**src/rtl/seq_divider_if.sv**
```systemverilog
// Divider request/result bundle: operands and start in, status and {remainder, quotient} out.
// master = requester (ALU side), slave = seq_divider.
interface seq_divider_if #(
   parameter int BITS = 32
);
   logic              start;
   logic [BITS-1:0]   dividend;
   logic [BITS-1:0]   divisor;
   logic              busy;
   logic              done;
   logic [BITS-1:0]   quotient;
   logic [BITS-1:0]   remainder;
   logic [2*BITS-1:0] div_result;
   logic              div_by_zero;

   modport master (
      output start, dividend, divisor,
      input  busy, done, quotient, remainder, div_result, div_by_zero
   );

   modport slave (
      input  start, dividend, divisor,
      output busy, done, quotient, remainder, div_result, div_by_zero
   );
endinterface

```
**src/rtl/seq_divider.sv**
```systemverilog
// Signed restoring radix-2 divider; done BITS+2 edges after the accepting edge (1 edge for divide-by-zero).
// No backpressure: start is sampled only in IDLE and ignored while busy; results hold until the next done.
module seq_divider #(
   parameter int BITS = 32
) (
   input logic          clock,
   input logic          clear,
   seq_divider_if.slave bus
);
   localparam int CW = (BITS > 1) ? $clog2(BITS) : 1;

   localparam logic [1:0] IDLE = 2'd0;
   localparam logic [1:0] PREP = 2'd1;
   localparam logic [1:0] ITER = 2'd2;
   localparam logic [1:0] FIX  = 2'd3;

   logic [1:0]      state;
   logic [CW-1:0]   cnt;
   logic [BITS-1:0] x_q;
   logic [BITS-1:0] y_q;
   logic [BITS-1:0] mag_y;
   logic [BITS-1:0] quo;
   logic [BITS-1:0] rem;
   logic            neg_q;
   logic            neg_r;
   logic            busy_q;
   logic            done_q;
   logic            dbz_q;
   logic [BITS-1:0] quot_out;
   logic [BITS-1:0] rem_out;
   logic [BITS:0]   shifted;
   logic [BITS:0]   diff;

   // One restoring step: bring in the next dividend bit and trial-subtract the divisor magnitude.
   always_comb begin
      shifted = {rem, quo[BITS-1]};
      diff    = shifted - {1'b0, mag_y};
   end

   always_ff @(posedge clock) begin
      if (clear) begin
         state    <= IDLE;
         cnt      <= '0;
         x_q      <= '0;
         y_q      <= '0;
         mag_y    <= '0;
         quo      <= '0;
         rem      <= '0;
         neg_q    <= 1'b0;
         neg_r    <= 1'b0;
         busy_q   <= 1'b0;
         done_q   <= 1'b0;
         dbz_q    <= 1'b0;
         quot_out <= '0;
         rem_out  <= '0;
      end else begin
         done_q <= 1'b0;
         case (state)
            IDLE: begin
               if (bus.start) begin
                  x_q    <= bus.dividend;
                  y_q    <= bus.divisor;
                  busy_q <= 1'b1;
                  state  <= PREP;
               end
            end
            PREP: begin
               if (y_q == '0) begin
                  quot_out <= '1;
                  rem_out  <= x_q;
                  dbz_q    <= 1'b1;
                  done_q   <= 1'b1;
                  busy_q   <= 1'b0;
                  state    <= IDLE;
               end else begin
                  quo   <= x_q[BITS-1] ? -x_q : x_q;
                  mag_y <= y_q[BITS-1] ? -y_q : y_q;
                  rem   <= '0;
                  neg_q <= x_q[BITS-1] ^ y_q[BITS-1];
                  neg_r <= x_q[BITS-1];
                  cnt   <= CW'(BITS - 1);
                  state <= ITER;
               end
            end
            ITER: begin
               if (diff[BITS]) begin
                  rem <= shifted[BITS-1:0];
                  quo <= {quo[BITS-2:0], 1'b0};
               end else begin
                  rem <= diff[BITS-1:0];
                  quo <= {quo[BITS-2:0], 1'b1};
               end
               cnt <= cnt - CW'(1);
               if (cnt == '0) begin
                  state <= FIX;
               end
            end
            FIX: begin
               // Most-negative / -1 needs no special case: the magnitude quotient wraps to itself.
               quot_out <= neg_q ? -quo : quo;
               rem_out  <= neg_r ? -rem : rem;
               dbz_q    <= 1'b0;
               done_q   <= 1'b1;
               busy_q   <= 1'b0;
               state    <= IDLE;
            end
            default: state <= IDLE;
         endcase
      end
   end

   assign bus.busy        = busy_q;
   assign bus.done        = done_q;
   assign bus.quotient    = quot_out;
   assign bus.remainder   = rem_out;
   assign bus.div_result  = {rem_out, quot_out};
   assign bus.div_by_zero = dbz_q;
endmodule

```
**src/flat_wrapper.sv**
```systemverilog
// flat-port wrapper written by rule: the top's interface ports become plain ports
module seq_divider_flat 
#(
   parameter int BITS = 32
)
  (clock, clear, bus_start, bus_dividend, bus_divisor, bus_busy, bus_done, bus_quotient, bus_remainder, bus_div_result, bus_div_by_zero);
  seq_divider_if #(.BITS(BITS)) bus_i ();
  input logic clock;
  input logic clear;
  input wire logic [$bits(bus_i.start)-1:0] bus_start;
  input wire logic [$bits(bus_i.dividend)-1:0] bus_dividend;
  input wire logic [$bits(bus_i.divisor)-1:0] bus_divisor;
  output wire logic [$bits(bus_i.busy)-1:0] bus_busy;
  output wire logic [$bits(bus_i.done)-1:0] bus_done;
  output wire logic [$bits(bus_i.quotient)-1:0] bus_quotient;
  output wire logic [$bits(bus_i.remainder)-1:0] bus_remainder;
  output wire logic [$bits(bus_i.div_result)-1:0] bus_div_result;
  output wire logic [$bits(bus_i.div_by_zero)-1:0] bus_div_by_zero;
  assign bus_i.start = bus_start;
  assign bus_i.dividend = bus_dividend;
  assign bus_i.divisor = bus_divisor;
  assign bus_busy = bus_i.busy;
  assign bus_done = bus_i.done;
  assign bus_quotient = bus_i.quotient;
  assign bus_remainder = bus_i.remainder;
  assign bus_div_result = bus_i.div_result;
  assign bus_div_by_zero = bus_i.div_by_zero;
  seq_divider #(.BITS(BITS)) u_core (.clock(clock), .clear(clear), .bus(bus_i));
endmodule
```
**config.mk**
```make
export PLATFORM = sky130hd
export DESIGN_NAME = seq_divider_flat
export DESIGN_NICKNAME = d
export VERILOG_FILES = /design/src/rtl/seq_divider_if.sv /design/src/rtl/seq_divider.sv /design/src/flat_wrapper.sv
export SDC_FILE = /design/constraint.sdc
export NUM_CORES = 1
export LEC_CHECK = 0
export CAP_MARGIN = 20
export CORE_ASPECT_RATIO = 0.8
export CORE_MARGIN = 2
export CORE_UTILIZATION = 45
export CTS_CLUSTER_DIAMETER = 30
export DETAILED_ROUTE_END_ITERATION = 16
export GPL_ROUTABILITY_DRIVEN = 0
export PLACE_DENSITY = 0.7
export REMOVE_ABC_BUFFERS = 1
export SYNTH_ARGS = -nofsm -noshare
export SYNTH_HDL_FRONTEND = slang
export SYNTH_SLANG_ARGS = --single-unit
export TNS_END_PERCENT = 50
```
**constraint.sdc**
```tcl
create_clock -name clock -period 5.06 [get_ports clock]
set_input_delay 1.265 -clock clock [delete_from_list [all_inputs] [get_ports clock]]
set_output_delay 1.265 -clock clock [all_outputs]
set_load 0.03 [all_outputs]
```
==> summary.txt <==
Outcome
  – Status: completed

Setup path
  – Crit-path max FO: 22
  – Startpoint types: flip-flop
  – Critical path class: reg2reg
  – Critical Path AT: between 3 and 4 ns
  – Worst endpoint required time: 5.47 ns
  – CP Capture Type: flip-flop

Detailed routing
  – Vias: approximately 13000
  – First-iteration detailed-routing DRC count: just under 1000
  – Number of routed nets with antenna violations: 0
  – Routed len/inst: 16.8 um
  – Pre-antenna DRT Iters: 5
  – Final WL: around 38000 um
  – Routed vias/inst: approximately 5.7
  – DRC: 0

Clock tree
  – Clock Path Buffers: 3
  – Count of hold-fix buffers inserted at cts: 0
  – Clock-pin slew on the worst setup and hold paths: 0.05 ns
  – CTS root buf: clkbuf_16
  – Clk sinks: ~240
  – Post-CTS setup repair buffer count: 0
  – Resize count post-CTS: 0
  – TritonCTS Buffers: 47
  – Worst-skew pair later-pin latency: approximately 0.54 ns
  – CTS tree: built
  – Number of H-tree levels: 2

Global route
  – Via count of the first global-routing pass: 11900
  – First-pass GRT wire length: a little over 60000 um
  – Largest net degree at the start of global routing: roughly 120
  – Overflow after GRT: 0
  – Total GRT Usage: a little under a quarter
  – Initial antenna violation count: 0

Logic synthesis
  – Flop and latch count out of synthesis: ~240
  – Distinct cells, synth: between 60 and 70
  – Number of synthesized flops with an enable pin: 0
  – Ys flop type: dfxtp_1
  – Seq/Total Area, Yosys: between 30% and 40%
  – Ys Warns: 0
  – Ys async rst share: 0%
  – Post-Syn Instances: 1742
  – Mapped Area: 13500 um2
  – Syn_area_per_cell: 7.77 um2

Power and ir drop
  – Leak Pwr: between 0.006 and 0.007 uW
  – Total power: roughly 7700 uW
  – Cell area power density: roughly 450 nW/um2
  – Peak supply drop: approximately 0.26 mV

Layout
  – Layout cells sized above 1: around 7.1%
  – Nets: a little under 2000
  – Synth-to-layout area growth: 25.0%
  – Util after Layout: between 50% and 60%
  – Fillers: approximately 2700
  – Antenna diodes: 0

Die
  – Initial Util: 46.0%
  – Core Footprint: 29400 um2
  – Die Height: 159 um
  – Die ar.: ~31000 um2
  – I/O pins: 198
  – Cell Rows: 56
  – Chip width: a little under 200 um

Timing
  – Max Slew Vio Count: 0
  – Final period util: 68.5%
  – Clk_skew: 0.0240 ns
  – Min Tclk post-route: between 3 and 4 ns
  – Worst Max-Slew Pin Slew: ~1 ns
  – Final setup vio count: 0
  – RSZ-0062 raised after global routing: no
  – Fmax: a little under 300 MHz
  – Slew Limit Headroom: approximately a third
  – Final-report hold violation count: 0

Placement
  – Input/output buffers: slightly below 200
  – Final HPWL DP: 27000 um

Hold path
  – Hold WC Path Type: reg2reg

Job
  – Max cap viols: 0
[cell usage after synthesis (all sizes together) (11+ instances only)]
master	count	share of area [%]
dfxtp	236	35
o21ai	91	3.4
buf	84	4.4
or3	15	0.77
o41ai	19	1.2
clkbuf	93	2.6
nand2	277	7.7
a22oi	11	0.61
inv	56	1.6
nand3	16	0.68
nor2	177	4.9
xnor2	54	3.5
nor2b	13	0.60
or4	16	0.94
nor4	14	0.65
o31ai	39	2.3
nor3	17	0.63
ha	38	3.5
nand2b	13	0.60
xor2	88	5.7
a211oi	71	4.0
a221oi	23	1.5
mux2i	19	1.4
a21oi	151	5.6
o211ai	17	0.94
[per-stage QoR]
step / std cells / area (um2) / hold WS, ns / setup WS, ns / TNS [ns]
finish: 2243 / 16900 / 0.452 / 1.59 / 0
global route: 2243 / 16900 / 0.481 / 1.36 / 0
CTS: 2242 / 16900 / 0.455 / 1.64 / 0
detailed placement: 2154 / 15200 / 0.451 / 1.64 / 0
global placement: 2154 / 15200 / 0.444 / 1.74 / 0
floorplan: 1563 / 12600 / 0.426 / -0.926 / -15.45
[layer usage]
layer	wire length [um]	GRT usage (%)	up-vias	share of wire [%]
met5	0	0	-	0
met4	734	6.22	0	1.9
met3	3100	4.17	71	8.2
met2	16100	35.2	496	43
met1	17800	34.1	5943	47
li1	-	-	6232	-
[layout by cell type, fill, tap and decap left out, drive strengths merged, types with 5 or more instances in the layout]
cell type | Yosys | routed
ha | 38 | 38
a21oi | 151 | 151
bufinv | 0 | 6
o41ai | 19 | 19
o21ai | 91 | 91
a311oi | 7 | 7
a32oi | 5 | 5
inv | 56 | 65
a21o | 6 | 6
dfxtp | 236 | 236
and2 | 5 | 5
xnor2 | 54 | 54
nor2 | 177 | 177
a22oi | 11 | 11
a211oi | 71 | 71
a221oi | 23 | 23
xor2 | 88 | 88
nand2 | 277 | 277
o211ai | 17 | 17
nor4 | 14 | 14
or4 | 16 | 16
nor3 | 17 | 17
nand2b | 13 | 13
buf | 84 | 19
nor2b | 13 | 13
or2 | 9 | 9
clkinv | 0 | 16
o22ai | 5 | 5
o31ai | 39 | 39
or3 | 15 | 15
o221ai | 7 | 7
nand3 | 16 | 16
clkbuf | 93 | 56
mux2i | 19 | 19
nand4 | 10 | 10
clkdlybuf4s50 | 0 | 196
[logic make-up after synthesis]
logic type,after synthesis,share of synthesized area (%)
simple gates,593,19.3
compound gates,478,22.9
flops,236,34.9
buf+inv,235,8.65
xor+xnor,142,9.19
fa+ha+maj,39,3.66
mux,19,1.41
[final cells by class]
type / instances / area (um2) / area share (%)
clock buffer: 56 / 1310 / 7.76
clock inverter: 32 / 392 / 2.32
inverter: 56 / 210 / 1.24
multi-input combinational: 1271 / 7670 / 45.4
sequential: 236 / 4720 / 27.9
tap: 377 / 472 / 2.79
timing repair buffer: 215 / 2130 / 12.6
[power by group]
part / switching (uW) / total, uW / leakage (uW) / internal [uW]
Combinational: 1330 / 2220 / 0.00338 / 884
Sequential: 169 / 2160 / 0.00192 / 1990
Clock: 1090 / 3280 / 0.000850 / 2180
[worst max-delay path, stage by stage, from the launching register on]
cell,delay (ns)
dfxtp_1,0.46
inv_1,0.13
fa_1,0.47
nor2b_1,0.17
o2111a_1,0.21
nor4_1,0.07
o311a_1,0.39
o21a_1,0.24
o311ai_4,0.30
buf_4,0.34
inv_1,0.23
a32oi_1,0.23
o21ai_0,0.11
[flip-flops by register name, indices dropped and copies added (netlist names), 5 cells and up, named ones only]
| name | count |
|---|---|
| u_core.bus.quotient | 32 |
| u_core.bus.remainder | 32 |
| u_core.mag_y | 32 |
| u_core.quo | 32 |
| u_core.rem | 32 |
| u_core.x_q | 32 |
| u_core.y_q | 32 |
| u_core.cnt | 5 |
[final timing paths]
kind	start	end	slack, ns	cells after the start
hold reg to reg	u_core.mag_y[26]$_SDFFE_PP0P_	u_core.mag_y[26]$_SDFFE_PP0P_	0.45	2
setup reg to reg	u_core.rem[0]$_SDFFE_PP0P_	u_core.rem[9]$_SDFFE_PP0P_	1.59	12
hold / removal	u_core.mag_y[26]$_SDFFE_PP0P_	u_core.mag_y[26]$_SDFFE_PP0P_	0.45	2
setup / recovery	u_core.rem[0]$_SDFFE_PP0P_	u_core.rem[9]$_SDFFE_PP0P_	1.59	12
(Power assumes the default switching activity.)
